==> src/rtl/uart_rx_peripheral_top_if.sv <==
// Receive-side bundle of the UART RX peripheral: the serial line in, plus the
// byte stream out to the core with its valid/ready handshake and status pulses.
interface uart_rx_peripheral_top_if;
    logic       i_uart_rx_sdata;
    logic       i_uart_rx_ready;
    logic [7:0] o_uart_rx_pdata;
    logic       o_uart_rx_valid;
    logic       o_uart_fifo_full;
    logic       o_uart_par_err;
    logic       o_uart_stop_err;
    logic       o_uart_overrun;

    modport slave (
        input  i_uart_rx_sdata,
        input  i_uart_rx_ready,
        output o_uart_rx_pdata,
        output o_uart_rx_valid,
        output o_uart_fifo_full,
        output o_uart_par_err,
        output o_uart_stop_err,
        output o_uart_overrun
    );

    modport master (
        output i_uart_rx_sdata,
        output i_uart_rx_ready,
        input  o_uart_rx_pdata,
        input  o_uart_rx_valid,
        input  o_uart_fifo_full,
        input  o_uart_par_err,
        input  o_uart_stop_err,
        input  o_uart_overrun
    );
endinterface

==> src/rtl/uart_rx_peripheral_top.sv <==
// UART receiver: 16x oversampled framing with majority voting, parity/stop checks,
// and a first-word-fall-through byte FIFO drained through a valid/ready handshake.
module uart_rx_peripheral_top #(
    parameter int unsigned FIFO_DEPTH = 16,
    parameter int unsigned CLK_DIV    = 27,
    parameter int unsigned PAR_EN     = 1,
    parameter int unsigned PAR_TYPE   = 0
) (
    input  logic               i_uart_clk,
    input  logic               i_uart_rst_n,
    uart_rx_peripheral_top_if.slave bus
);

    localparam int unsigned AW = $clog2(FIFO_DEPTH);
    localparam int unsigned CW = AW + 1;
    localparam int unsigned PW = (CLK_DIV > 1) ? $clog2(CLK_DIV) : 1;

    typedef enum logic [2:0] {
        IDLE,
        START,
        DATA,
        PARITY,
        STOP
    } state_t;

    state_t          state;
    logic            sync1;
    logic            sync2;
    logic            prev;
    logic            rx_s;
    logic [PW-1:0]   presc;
    logic [3:0]      scnt;
    logic            smp7;
    logic            smp8;
    logic [2:0]      idx;
    logic [7:0]      data;
    logic            par_bit;
    logic            par_err_q;
    logic            stop_err_q;
    logic            overrun_q;

    logic            tick;
    logic            decide;
    logic            bit_end;
    logic            majority;
    logic            start_det;
    logic            par_ok;
    logic            push;
    logic            pop;
    logic            full;

    logic [7:0]      mem [FIFO_DEPTH];
    logic [AW-1:0]   wr_ptr;
    logic [AW-1:0]   rd_ptr;
    logic [CW-1:0]   count;

    assign rx_s = sync2;

    always_ff @(posedge i_uart_clk or negedge i_uart_rst_n) begin
        if (!i_uart_rst_n) begin
            sync1 <= 1'b1;
            sync2 <= 1'b1;
            prev  <= 1'b0;
        end else begin
            sync1 <= bus.i_uart_rx_sdata;
            sync2 <= sync1;
            prev  <= sync2;
        end
    end

    always_comb begin
        tick      = (presc == PW'(CLK_DIV - 1));
        decide    = tick && (scnt == 4'd9);
        bit_end   = tick && (scnt == 4'd15);
        majority  = (smp7 & smp8) | (smp7 & rx_s) | (smp8 & rx_s);
        start_det = (state == IDLE) && prev && !rx_s;
        full      = (count == CW'(FIFO_DEPTH));
        pop       = (count != '0) && bus.i_uart_rx_ready;
        par_ok    = 1'b1;
        if (PAR_EN != 0) begin
            par_ok = (PAR_TYPE != 0) ? (par_bit == ~^data) : (par_bit == ^data);
        end
        // A slot freed by a pop on the same clock lets a frame in even when full.
        push = (state == STOP) && decide && majority && par_ok && (!full || pop);
    end

    always_ff @(posedge i_uart_clk or negedge i_uart_rst_n) begin
        if (!i_uart_rst_n) begin
            state      <= IDLE;
            presc      <= '0;
            scnt       <= '0;
            smp7       <= 1'b0;
            smp8       <= 1'b0;
            idx        <= '0;
            data       <= '0;
            par_bit    <= 1'b0;
            par_err_q  <= 1'b0;
            stop_err_q <= 1'b0;
            overrun_q  <= 1'b0;
        end else begin
            par_err_q  <= 1'b0;
            stop_err_q <= 1'b0;
            overrun_q  <= 1'b0;

            if (start_det || tick) begin
                presc <= '0;
            end else begin
                presc <= presc + 1'b1;
            end

            if (start_det) begin
                scnt <= '0;
            end else if (tick) begin
                scnt <= scnt + 4'd1;
            end

            if (tick && scnt == 4'd7) begin
                smp7 <= rx_s;
            end
            if (tick && scnt == 4'd8) begin
                smp8 <= rx_s;
            end

            case (state)
                IDLE: begin
                    if (start_det) begin
                        state <= START;
                    end
                end
                START: begin
                    if (decide && majority) begin
                        state <= IDLE;
                    end else if (bit_end) begin
                        state <= DATA;
                        idx   <= '0;
                    end
                end
                DATA: begin
                    if (decide) begin
                        data[idx] <= majority;
                    end
                    if (bit_end) begin
                        if (idx == 3'd7) begin
                            if (PAR_EN != 0) begin
                                state <= PARITY;
                            end else begin
                                state <= STOP;
                            end
                        end else begin
                            idx <= idx + 3'd1;
                        end
                    end
                end
                PARITY: begin
                    if (decide) begin
                        par_bit <= majority;
                    end
                    if (bit_end) begin
                        state <= STOP;
                    end
                end
                STOP: begin
                    // Leave at mid-stop so a back-to-back start edge is not missed.
                    if (decide) begin
                        state <= IDLE;
                        if (!majority) begin
                            stop_err_q <= 1'b1;
                        end else if (!par_ok) begin
                            par_err_q <= 1'b1;
                        end else if (full && !pop) begin
                            overrun_q <= 1'b1;
                        end
                    end
                end
                default: state <= IDLE;
            endcase
        end
    end

    always_ff @(posedge i_uart_clk) begin
        if (push) begin
            mem[wr_ptr] <= data;
        end
    end

    always_ff @(posedge i_uart_clk or negedge i_uart_rst_n) begin
        if (!i_uart_rst_n) begin
            wr_ptr <= '0;
            rd_ptr <= '0;
            count  <= '0;
        end else begin
            if (push) begin
                wr_ptr <= wr_ptr + 1'b1;
            end
            if (pop) begin
                rd_ptr <= rd_ptr + 1'b1;
            end
            case ({push, pop})
                2'b10:   count <= count + 1'b1;
                2'b01:   count <= count - 1'b1;
                default: count <= count;
            endcase
        end
    end

    assign bus.o_uart_rx_pdata  = (count != '0) ? mem[rd_ptr] : '0;
    assign bus.o_uart_rx_valid  = (count != '0);
    assign bus.o_uart_fifo_full = full;
    assign bus.o_uart_par_err   = par_err_q;
    assign bus.o_uart_stop_err  = stop_err_q;
    assign bus.o_uart_overrun   = overrun_q;

endmodule
==> src/flat_wrapper.sv <==
// flat-port wrapper written by rule: the top's interface ports become plain ports
module uart_rx_peripheral_top_flat 
#(
    parameter int unsigned FIFO_DEPTH = 16,
    parameter int unsigned CLK_DIV    = 27,
    parameter int unsigned PAR_EN     = 1,
    parameter int unsigned PAR_TYPE   = 0
)
  (i_uart_clk, i_uart_rst_n, bus_i_uart_rx_sdata, bus_i_uart_rx_ready, bus_o_uart_rx_pdata, bus_o_uart_rx_valid, bus_o_uart_fifo_full, bus_o_uart_par_err, bus_o_uart_stop_err, bus_o_uart_overrun);
  uart_rx_peripheral_top_if bus_i ();
  input  logic i_uart_clk;
  input  logic i_uart_rst_n;
  input wire logic [$bits(bus_i.i_uart_rx_sdata)-1:0] bus_i_uart_rx_sdata;
  input wire logic [$bits(bus_i.i_uart_rx_ready)-1:0] bus_i_uart_rx_ready;
  output wire logic [$bits(bus_i.o_uart_rx_pdata)-1:0] bus_o_uart_rx_pdata;
  output wire logic [$bits(bus_i.o_uart_rx_valid)-1:0] bus_o_uart_rx_valid;
  output wire logic [$bits(bus_i.o_uart_fifo_full)-1:0] bus_o_uart_fifo_full;
  output wire logic [$bits(bus_i.o_uart_par_err)-1:0] bus_o_uart_par_err;
  output wire logic [$bits(bus_i.o_uart_stop_err)-1:0] bus_o_uart_stop_err;
  output wire logic [$bits(bus_i.o_uart_overrun)-1:0] bus_o_uart_overrun;
  assign bus_i.i_uart_rx_sdata = bus_i_uart_rx_sdata;
  assign bus_i.i_uart_rx_ready = bus_i_uart_rx_ready;
  assign bus_o_uart_rx_pdata = bus_i.o_uart_rx_pdata;
  assign bus_o_uart_rx_valid = bus_i.o_uart_rx_valid;
  assign bus_o_uart_fifo_full = bus_i.o_uart_fifo_full;
  assign bus_o_uart_par_err = bus_i.o_uart_par_err;
  assign bus_o_uart_stop_err = bus_i.o_uart_stop_err;
  assign bus_o_uart_overrun = bus_i.o_uart_overrun;
  uart_rx_peripheral_top #(.FIFO_DEPTH(FIFO_DEPTH), .CLK_DIV(CLK_DIV), .PAR_EN(PAR_EN), .PAR_TYPE(PAR_TYPE)) u_core (.i_uart_clk(i_uart_clk), .i_uart_rst_n(i_uart_rst_n), .bus(bus_i));
endmodule
==> config.mk <==
export PLATFORM = sky130hd
export DESIGN_NAME = uart_rx_peripheral_top_flat
export DESIGN_NICKNAME = d
export VERILOG_FILES = /design/src/rtl/uart_rx_peripheral_top_if.sv /design/src/rtl/uart_rx_peripheral_top.sv /design/src/flat_wrapper.sv
export SDC_FILE = /design/constraint.sdc
export NUM_CORES = 1
export LEC_CHECK = 0
export BUFFER_PORTS_ARGS = -buffer_cell sky130_fd_sc_hd__buf_2
export CAP_MARGIN = 30
export CORE_AREA = 2 2 136 138
export CTS_CLUSTER_SIZE = 20
export DETAILED_ROUTE_END_ITERATION = 12
export DIE_AREA = 0 0 138 140
export SYNTH_ARGS = -nofsm -noshare
export SYNTH_HDL_FRONTEND = slang
export SYNTH_SLANG_ARGS = --single-unit
==> constraint.sdc <==
create_clock -name i_uart_clk -period 5.1 [get_ports i_uart_clk]
set_input_delay 0.255 -clock i_uart_clk [delete_from_list [all_inputs] [get_ports i_uart_clk]]
set_output_delay 0.255 -clock i_uart_clk [all_outputs]
set_load 0.01 [all_outputs]
* Word level (Yosys, flattened, before mapping) *
Memory sizes are Yosys's and may differ from the RTL's.
Cells that the tools add are included.

operators by class
  bitwise gates (word level) = 5
  eq/ne operators = 23
  reductions and logical operators = 29
  order comparisons = 2
  multiplexer cells = 35
  add/sub/neg operators = 7

operator list
  operator             number
  $mux 3               11
  $mux 1               15
  $pmux 3 s5           1
  $logic_and 1x1->1    14
  $add 4x1->4 const B  3
  $eq 4x4->1 const B   3
  $ne 2x1->1 const B   6
  $add 5x1->5 const B  2
  $eq 5x5->1 const B   2
  $pmux 5 s2           1
  $bwmux 8             1
  $mux 4               2
  $mux 8               1
  $reduce_xor 8->1     1
  $eq 3x2->1 const B   2
  $eq 3x3->1 const B   2
  $pmux 3 s2           1
  $reduce_and 6->1     1
  $reduce_bool 2->1    3
  $mux 5               1
  $reduce_and 5->1     1
  $reduce_bool 5->1    1
  $sub 5x1->5 const B  1
  $eq 4x3->1 const B   1
  16 further kinds     24

storage, ports and cells
  bits in writable memories = 128
  memories = 1
  bits of input ports = 4
  flip-flop bits (word level) = 45

memory list
  memory      depth  width  rd ports  clocked after memory_dff  wr ports  RTL line                      source
  u_core.mem  16     8      1         0                         1         uart_rx_peripheral_top.sv:52  logic [7:0] mem [FIFO_DEPTH];

* Logic depth before layout (Yosys ltp) *
Gate-level depths: netlist of run 1.

  word-level depth = 9
  depth in mapped cells = 14
  gate-level depth less buffers = 14

* Worst setup path before layout of run 1 *
OpenSTA, ideal clock, no wires.

  path kind = register to register
  start point = register u_core.data[2]
  end point = register u_core.count[4]
  slack = 2.282 ns
  clock period less this slack = 2.818 ns
  data required time = 4.977 ns
  data arrival time = 2.695 ns
  stages on the path, launching flop included = 12
  path through = dfrtp_1 xor2_1 xnor3_2 xnor2_2 a21oi_1 ha_1 nor2b_1 o21ai_0 nand2b_1 a211oi_1 a31oi_1 xnor2_1

on the way
  word-level cells in the longest chain between the ends = 6
  elaborated cells between the ends (all ways) = 8
  classes of those cells = eq/ne: 3; mux: 1; reduce/logical: 4

ends and longest elaborated chain
  what                                                    RTL line                       source
  from (decl)                                             uart_rx_peripheral_top.sv:36   logic [7:0] data;
  from (signal, indexed assignment)                       uart_rx_peripheral_top.sv:140  data[idx] <= majority;
  $reduce_xor 8->1 *                                      uart_rx_peripheral_top.sv:81   par_ok = (PAR_TYPE != 0) ? (par_bit == ~^data) : (par_bit == ^data);
  $eq 1x1->1 *                                            uart_rx_peripheral_top.sv:81
  $logic_and 1x1->1 * (2 in a row)                        uart_rx_peripheral_top.sv:84   push = (state == STOP) && decide && majority && par_ok && (!full || pop);
  $eq 2x1->1 / $eq 2x2->1 (equally long branches)         uart_rx_peripheral_top.sv:198  case ({push, pop})
  $pmux 5 s2 / $reduce_bool 2->1 (equally long branches)  -
  to (signal assigned)                                    uart_rx_peripheral_top.sv:199  2'b10: count <= count + 1'b1;
  to (signal assigned)                                    uart_rx_peripheral_top.sv:200  2'b01: count <= count - 1'b1;
  to (signal assigned)                                    uart_rx_peripheral_top.sv:201  default: count <= count;
  to (decl)                                               uart_rx_peripheral_top.sv:55   logic [CW-1:0] count;

Every way passes the cells marked *; elsewhere a longest branch is shown, timed or not.
A chain may end at the register's enable or synchronous reset.

* Worst setup path after layout of run 1 *
  start point = register u_core.data[2]
  end point = memory u_core.mem[9][5], enable pin

on the way
  word-level cells in the longest chain between the ends = 6

ends and longest elaborated chain
  what                            RTL line                       source
  $reduce_xor 8->1                uart_rx_peripheral_top.sv:81
  $eq 1x1->1                      uart_rx_peripheral_top.sv:81
  $logic_and 1x1->1 (2 in a row)  uart_rx_peripheral_top.sv:84
  $mux 1                          uart_rx_peripheral_top.sv:181  if (push) begin
  $mux 1 (not written as such)    uart_rx_peripheral_top.sv:182  mem[wr_ptr] <= data;
  to (decl)                       uart_rx_peripheral_top.sv:52

Every way passes these cells.

==> flow_summary.ini, run 1 <==
[yosys]
synth_compound_area_share_pct = 2.02
ys_warn_count = 0
ys_seq_area_share_pct = 68.6
synth_area_um2 = 7250
yosys.area_share.adder_pct = 3.00
syn_nets = 441
synth-seq-cells = 173
synth_top_family_by_area = multiplexers
synthSimpleGateAreaFrac_pct = 7.37
async_flop_share_pct = 26.0
synth_xor_area_share_pct = 3.09
avgSynthCellArea_um2 = 17.2
muxShareOfSynthArea_pct = 14.2
synthCells = 421
yosysUniqueCellTypes = 48
synth_top_flop_cell = edfxtp_1
synth_edf_count = 128

[place]
gp_congestion = 0.761
port_buffers = 16
dp_hpwl_mm = 9.39
dpl.cell_count = 663

[floorplanning]
die_h_um = 140
initial_core_util_pct = 40.8
core-area_um2 = 17800
die_x_um = 138
rows = 49
io_pins = 17
die_area_um2 = 19300

[timing]
maxSlewHeadroom_pct = 32.3
slew_viol_final = 0
period_needed_ns = 3.44
period_share_pct = 67.5
whs_ns = 0.155
clock.fmax_ghz = 0.290
final-setup-viol-count = 0
final-hold-violation-count = 0
tightestPinTransition_ns = 1.01
fin_tns_setup_ns = 0
fin_skew_ns = 0.00673
rsz0062_at_grt = false

[final_layout]
syn2layout_area_growth_pct = 13.6
nets = 475
utilization_pct = 46.3
final_cells = 697
diodes = 0
drive_gt1_share_pct = 25.4

[route]
vias = 3699
drt-total-wl_mm = 14.0
drc = 0
final_antenna_net_count = 0
post_drt_wl_per_cell_um = 20.1
drt_pass1_iterations = 4
drtIter0Drc = 336
via_per_inst = 5.31

[clock_network]
cts.sinks = 173
cts_max_level = 4
post_cts_buffers = 0
cts-hold-fix-buffers = 2
cts_resized = 0
cts_tree = done
cts_root_buf = clkbuf_16
insertion_delay_ns = 0.42
path_clk_slew_ns = 0.06
cts_buffers = 17
clockBufferDepth = 2

[run]
max_cap_viol_count = 0

[power]
cellLeakagePower_uw = 0.00332
powerDensity_nw_per_um2 = 411
peakVddDrop_mv = 0.255
finalPower_uw = 3390

[worst_setup_path]
critical_path_required_ns = 5.23
critical_path_class = register to register
startpoint_type = register
cp.arrival_ns = 3.57
cp_max_fo = 18
crit_path_end_kind = register

[global_route]
grt_overflow = 0
first_global_vias = 3917
grt_first_pass_wirelength_mm = 22.3
antenna_found_initial = 0
grt_max_degree = 38
grt_usage_pct = 15.5

[run_status]
status = finished clean

[hold_path]
hp-class = input pin to register
area by class of cell:
cell class	instances	area [µm²]
tap	229	287
inverter	11	41.3
multi-input combinational	218	2150
clock buffer	19	433
clock inverter	13	100
timing repair buffer	34	254
fill	1544	9540
sequential	173	4970
cells in the mapped netlist (all sizes together), types with 2 or more instances:
library cell	instances	area, µm²
edfxtp	128	3840
dfrtp	43	1080
mux4	40	901
nor2	28	105
nand2	22	82.6
xnor2	16	148
ha	15	188
inv	11	41.3
and2	10	63.8
clkbuf	10	37.5
buf	9	47.5
mux2	9	109
o21ai	8	40.0
nand2b	7	51.3
nand3	7	35.0
a21oi	6	30.0
nor3	6	30.0
xor2	6	52.6
and3	4	26.3
nand4	4	25.0
nor3b	4	30.0
nor4	4	25.0
a21o	2	22.5
a22o	2	17.5
dfstp	2	52.6
mux2i	2	20.0
nand3b	2	15.0
or2	2	12.5
metal layers:
layer  vias to the layer above  GRT usage, %  part of all wire [%]
met2                        78          24.7                    49
met4                         0          5.21                   1.4
met3                        18          4.10                   5.0
li1                       1679             -                     -
met1                      1924          21.0                    44
met5                         -             0                     0
final timing paths:
| path | from | end | slack, ns | cells past startpoint |
|---|---|---|---|---|
| max | u_core.data[2]$_DFFE_PN0P_ | u_core.mem[9][5]$_DFFE_PP_ | 1.66 | 7 |
| min | bus_i_uart_rx_ready | u_core.bus.o_uart_overrun$_DFF_PN0_ | 0.15 | 3 |
| max reg2reg | u_core.data[2]$_DFFE_PN0P_ | u_core.mem[9][5]$_DFFE_PP_ | 1.66 | 7 |
| min reg2reg | u_core.sync1$_DFF_PN1_ | u_core.rx_s$_DFF_PN1_ | 0.36 | 0 |
| max in group asynchronous | i_uart_rst_n | u_core.sync1$_DFF_PN1_ | 4.36 | 3 |
| min in group asynchronous | i_uart_rst_n | u_core.count[2]$_DFFE_PN0P_ | 0.21 | 2 |
cells by family (layout without fill, tap and decap cells):
family          after synthesis  count (layout)
flops                       173             173
simple gates                104             104
mux                          51              51
buf+inv                      30              77
compound gates               23              23
xor+xnor                     23              23
fa+ha+maj                    17              17
sequential cells by signal (all words and copies together) (netlist names):
| register | cells |
|---|---|
| u_core.rd_ptr | 4 |
| u_core.data | 8 |
| u_core.wr_ptr | 4 |
| u_core.state | 3 |
| u_core.scnt | 4 |
| u_core.presc | 5 |
| u_core.rx_s | 1 |
| u_core.bus.o_uart_stop_err | 1 |
| u_core.mem | 128 |
| u_core.sync1 | 1 |
| u_core.par_bit | 1 |
| u_core.bus.o_uart_par_err | 1 |
| u_core.smp7 | 1 |
| u_core.count | 5 |
| u_core.smp8 | 1 |
| u_core.prev | 1 |
| u_core.idx | 3 |
| u_core.bus.o_uart_overrun | 1 |
critical path: stages, from the launching register on:
cell,delay [ns]
dfrtp_1,0.70
xor2_1,0.22
xnor3_2,0.46
xnor2_2,0.26
and3_1,0.42
nand2_1,0.17
nor2_1,0.62
buf_4,0.29
report_power, final:
| part | switching, µW | leakage, µW | internal [µW] | total (µW) |
|---|---|---|---|---|
| combinational | 212 | 0.00100 | 279 | 490 |
| sequential | 160 | 0.00206 | 1560 | 1720 |
| clock | 512 | 0.000253 | 663 | 1180 |
| total | 884 | 0.00332 | 2510 | 3390 |
stage by stage:
step / worst slack (ns) / area [µm²]
finish: 1.66 / 8240
global route: 1.43 / 8240
CTS: 1.64 / 8240
detailed placement: 1.66 / 7690
global placement: 1.56 / 7600
floorplan: 2.28 / 7250
cell usage in the layout, fill, tap and decap left out, drive strengths merged, types with 6 or more instances in the layout:
cell type  Yosys  final
buf            9     32
nor3           6      6
ha            15     15
nor2          28     28
xor2           6      6
dfrtp         43     43
mux2           9      9
nand2b         7      7
mux4          40     40
nand3          7      7
clkinv         0      8
a21oi          6      6
inv           11     12
nand2         22     22
o21ai          8      8
clkbuf        10     19
xnor2         16     16
edfxtp       128    128
and2          10     10
No activity file was read; power rests on OpenSTA's default activity.
==> inputs of run 2 (changes only) <==
==> constraint.sdc (replaced) <==
create_clock -name i_uart_clk -period 3 [get_ports i_uart_clk]
set_input_delay 0.15 -clock i_uart_clk [delete_from_list [all_inputs] [get_ports i_uart_clk]]
set_output_delay 0.15 -clock i_uart_clk [all_outputs]
set_load 0.01 [all_outputs]
==> flow_summary.ini, run 2 (synthesized netlist as in run 1, its figures left out) <==
[final_layout]
nets = 492
final_cells = 713
layout_common_cells = edfxtp_1, dfrtp_1, mux4_2
largest_registers = u_core.mem (128), u_core.data (8)
largest_register_ffs = 128
mostFrequentLayoutCell = edfxtp_1
diodes = 0
syn2layout_area_growth_pct = 15.2
regMostFlops = u_core.mem
utilization_pct = 47.0
drive_gt1_share_pct = 28.1

[timing]
fin_tns_setup_ns = 0
final-hold-violation-count = 0
period_needed_ns = 2.77
slew_viol_final = 0
maxSlewHeadroom_pct = 48.9
period_share_pct = 92.2
clock.fmax_ghz = 0.362
final-setup-viol-count = 0
rsz0062_at_grt = false
whs_ns = 0.0613
tightestPinTransition_ns = 0.760
fin_skew_ns = 0.00862

[run]
max_cap_viol_count = 0

[clock_network]
cts_root_buf = clkbuf_16
cts.sinks = 173
cts_tree = done
clockBufferDepth = 2
path_clk_slew_ns = 0.06
post_cts_buffers = 0
cts_buffers = 17
cts_max_level = 4
insertion_delay_ns = 0.42

[hold_path]
hp-class = input pin to register

[route]
vias = 3653
post_drt_wl_per_cell_um = 18.7
drt_pass1_iterations = 5
drtIter0Drc = 256
final_antenna_net_count = 0
drt-total-wl_mm = 13.3
via_per_inst = 5.12
drc = 0

[power]
cellLeakagePower_uw = 0.00339
p_seq_share_pct = 50.4
p_sw_uw = 1490
intPower_uw = 4210
peakVddDrop_mv = 0.402
swShare_pct = 26.2
pwr-share-clk_pct = 33.3
powerDensity_nw_per_um2 = 683
p_comb_share_pct = 16.2
finalPower_uw = 5700

[worst_setup_path]
crit_path_end_kind = primary output
cp.arrival_ns = 2.62
critical_path_class = register to primary output
critical_path_required_ns = 2.85
cp_max_fo = 12
startpoint_type = register

[floorplanning]
die_x_um = 138
rows = 49
die_h_um = 140
initial_core_util_pct = 40.8
io_pins = 17
core-area_um2 = 17800
die_area_um2 = 19300

[place]
dpl.cell_count = 680
gp_congestion = 0.785
port_buffers = 16
dp_hpwl_mm = 9.08

[global_route]
grt_max_degree = 31
grt_usage_pct = 15.0
grt_first_pass_wirelength_mm = 21.7
first_global_vias = 3798
grt_overflow = 0
antenna_found_initial = 0

[run_status]
status = finished clean
-- run 2: cell types whose count changed in the layout (fill, tap and decap cells not counted), sizes merged --
cell	before	now
buf	32	49
bufinv	1	0
clkbuf	19	21
clkinv	8	5
inv	12	13
-- run 2: final timing paths --
| check | from | end | slack [ns] | depth (start not counted) |
|---|---|---|---|---|
| setup / recovery | u_core.rd_ptr[0]$_DFFE_PN0P_ | bus_o_uart_rx_pdata[6] | 0.23 | 5 |
| max in group asynchronous | i_uart_rst_n | u_core.rx_s$_DFF_PN1_ | 2.24 | 3 |
| setup reg to reg | u_core.presc[0]$_DFF_PN0_ | u_core.count[4]$_DFFE_PN0P_ | 0.27 | 14 |
| min in group asynchronous | i_uart_rst_n | u_core.data[1]$_DFFE_PN0P_ | 0.19 | 2 |
| hold reg to reg | u_core.sync1$_DFF_PN1_ | u_core.rx_s$_DFF_PN1_ | 0.36 | 0 |
| hold / removal | bus_i_uart_rx_ready | u_core.bus.o_uart_overrun$_DFF_PN0_ | 0.06 | 3 |
-- run 2: timing repair --
action                                  4_1_cts  5_1_grt
hold endpoints to repair                     44        0
hold buffers                                  2        0
resized for setup                             0        2
endpoints found under the setup margin        0        1
-- run 2: metal layers --
| metal | GRT usage (%) | vias up | share of wire [%] |
|---|---|---|---|
| li1 | - | 1704 | - |
| met1 | 19.5 | 1870 | 44 |
| met2 | 24.6 | 71 | 51 |
| met3 | 4.10 | 8 | 4.8 |
| met4 | 4.62 | 0 | 0.64 |
| met5 | 0 | - | 0 |
-- run 2: power groups by stage --
stage          logic, µW  clock network, µW  registers [µW]
2_1_floorplan        802                  0            2770
3_3_place_gp         915                  0            2920
3_5_place_dp         935                  0            2930
4_1_cts              947               1950            2880
5_1_grt             1030               2060            2900
6_report             927               1900            2880
-- run 2: critical path, cell delays in order, from the launching register on --
cell     delay [ns]
dfrtp_2        0.62
buf_12         0.22
mux4_2         0.52
mux4_2         0.51
and2_1         0.19
buf_2          0.14
-- run 2: cell type report --
| type | instances | area, µm² |
|---|---|---|
| timing repair buffer | 51 | 385 |
| inverter | 11 | 41.3 |
| fill | 1524 | 9430 |
| tap | 229 | 287 |
| clock buffer | 21 | 440 |
| sequential | 173 | 4970 |
| clock inverter | 10 | 66.3 |
| multi-input combinational | 218 | 2160 |
-- run 2: metrics by stage --
stage | worst slack [ns] | instance area, µm²
final | 0.235 | 8350
after global routing | 0.0286 | 8350
after CTS | 0.141 | 8350
after detailed placement | 0.218 | 7820
after global placement | 0.309 | 7800
after floorplan | 0.182 | 7250
==> inputs of run 3 (changes only) <==
--- a/config.mk
+++ b/config.mk
@@ -11,6 +11,7 @@
 export CTS_CLUSTER_SIZE = 20
 export DETAILED_ROUTE_END_ITERATION = 12
 export DIE_AREA = 0 0 138 140
+export REMOVE_ABC_BUFFERS = 1
 export SYNTH_ARGS = -nofsm -noshare
 export SYNTH_HDL_FRONTEND = slang
 export SYNTH_SLANG_ARGS = --single-unit
==> flow_summary.ini, run 3 (synthesized netlist as in run 1, its figures left out) <==
[global_route]
grt_first_pass_wirelength_mm = 22.1
grt_overflow = 0
first_global_vias = 3829
grt_max_degree = 37
antenna_found_initial = 0
grt_usage_pct = 15.5

[power]
cellLeakagePower_uw = 0.00345
powerDensity_nw_per_um2 = 710
swShare_pct = 25.7
p_comb_share_pct = 15.3
finalPower_uw = 5990
peakVddDrop_mv = 0.461
p_sw_uw = 1540
intPower_uw = 4450
pwr-share-clk_pct = 37.7
p_seq_share_pct = 46.9

[worst_setup_path]
crit_path_end_kind = primary output
path_buf_inv = 2
reg2reg_to = u_core.count[4]$_DFFE_PN0P_
critical_path_class = register to primary output
crit_family = multiplexers
critical_path_required_ns = 2.85
reg2reg_from = u_core.presc[0]$_DFF_PN0_
cpMaxStageDelayCell = mux4_2
rrSetupSlack_ns = 0.34
cp_max_fo = 19
reg2reg_depth = 13
startpoint_type = register
max_stage_delay_ns = 0.61
cp.arrival_ns = 2.54
crit_chain = buf_4 -> mux4_2 -> mux4_2 -> and2_1 -> buf_2
critPathLaunch = u_core.rd_ptr[0]$_DFFE_PN0P_
crit_top_cell = mux4_2

[timing]
maxSlewHeadroom_pct = 45.9
fin_skew_ns = 0.00750
whs_ns = 0.0388
tightestPinTransition_ns = 0.805
final-setup-viol-count = 0
period_share_pct = 89.6
clock.fmax_ghz = 0.372
period_needed_ns = 2.69
final-hold-violation-count = 0
rsz0062_at_grt = false
fin_tns_setup_ns = 0
slew_viol_final = 0

[route]
final_antenna_net_count = 0
drc = 0
drt-total-wl_mm = 13.9
via_per_inst = 5.25
wl_met1_mm = 6.13
post_drt_wl_per_cell_um = 19.4
wl_met2_mm = 6.95
wl_met3_um = 669
drt_pass1_iterations = 5
drtIter0Drc = 337
vias = 3757
dr.max_layer_used = met4

[floorplanning]
rows = 49
initial_core_util_pct = 40.8
core-area_um2 = 17800
io_pins = 17
die_h_um = 140
die_x_um = 138
die_area_um2 = 19300

[place]
dp_hpwl_mm = 9.21
port_buffers = 16
dpl.cell_count = 681
gp_congestion = 0.848

[clock_network]
cts_max_level = 4
insertion_delay_ns = 0.43
clockBufferDepth = 2
cts_tree = done
cts_root_buf = clkbuf_16
path_clk_slew_ns = 0.06
cts_buffers = 17
cts.sinks = 173

[final_layout]
nets = 493
final_cells = 715
drive_gt1_share_pct = 29.2
regMostFlops = u_core.mem
largest_register_ffs = 128
syn2layout_area_growth_pct = 16.3
diodes = 0
mostFrequentLayoutCell = edfxtp_1
layout_common_cells = edfxtp_1, dfrtp_1, mux4_2
largest_registers = u_core.mem (128), u_core.data (8)

[hold_path]
worstHoldStart = bus_i_uart_rx_ready
holdPathStages = 3
hold_path_end = u_core.bus.o_uart_overrun$_DFF_PN0_
hp-class = input pin to register

[run]
max_cap_viol_count = 0

[run_status]
status = finished clean
## run 3: changes by cell type in the layout (fill, tap and decap cells not counted), sizes merged
| cell | change |
|---|---|
| buf | +1 |
| bufinv | +3 |
| clkbuf | -3 |
| clkinv | -2 |
| clkinvlp | -3 |
| inv | +6 |
## run 3: how the worst max path moves through the flow
stage	to	slack, ns	cells after the start
5_1_grt	u_core.count[4]$_DFFE_PN0P_	0.08	13
3_3_place_gp	u_core.count[4]$_DFFE_PN0P_	0.35	13
3_5_place_dp	u_core.count[4]$_DFFE_PN0P_	0.28	13
4_1_cts	bus_o_uart_rx_pdata[3]	0.25	5
6_report	bus_o_uart_rx_pdata[7]	0.31	5
2_1_floorplan	u_core.mem[3][0]$_DFFE_PP_	0.1	8
## run 3: timing repair
action / 4_1_cts / 5_1_grt
hold buffers: 2 / 0
hold endpoints to repair: 44 / 0
setup endpoints to repair: 0 / 1
setup buffers: 0 / 0
resized for setup: 0 / 1
## run 3: power groups by stage
stage | Clock (µW) | Sequential (µW) | Combinational, µW
CTS | 2300 | 2810 | 941
global route | 2410 | 2840 | 1040
finish | 2260 | 2810 | 917
detailed placement | 0 | 2860 | 934
global placement | 0 | 2850 | 912
floorplan | 0 | 2970 | 561
## run 3: through the flow
step | utilization, % | area (µm²) | worst slack, ns
after detailed placement | 43.9 | 7800 | 0.276
final | 47.4 | 8430 | 0.313
after global routing | 47.4 | 8430 | 0.0780
after global placement | 43.8 | 7780 | 0.352
after CTS | 47.4 | 8430 | 0.248
after floorplan | - | 7170 | 0.0969
## run 3: area by class of cell
class / instances / area [µm²]
well taps: 229 / 287
fillers: 1535 / 9350
repair buffers: 52 / 368
multi-input cells: 218 / 2160
inverters: 11 / 41.3
clock inverters: 14 / 178
clock buffers: 18 / 429
flip-flops and latches: 173 / 4970
## run 3: tightest hold or removal path: stages
cell	delay [ns]
buf_2	0.12
nand2b_4	0.13
nor2_1	0.03
## run 3: metal layers
| metal | up-vias | GRT usage [%] |
|---|---|---|
| met4 | 0 | 4.83 |
| met5 | - | 0 |
| met1 | 1929 | 20.7 |
| met3 | 12 | 3.69 |
| met2 | 100 | 25.4 |
| li1 | 1716 | - |
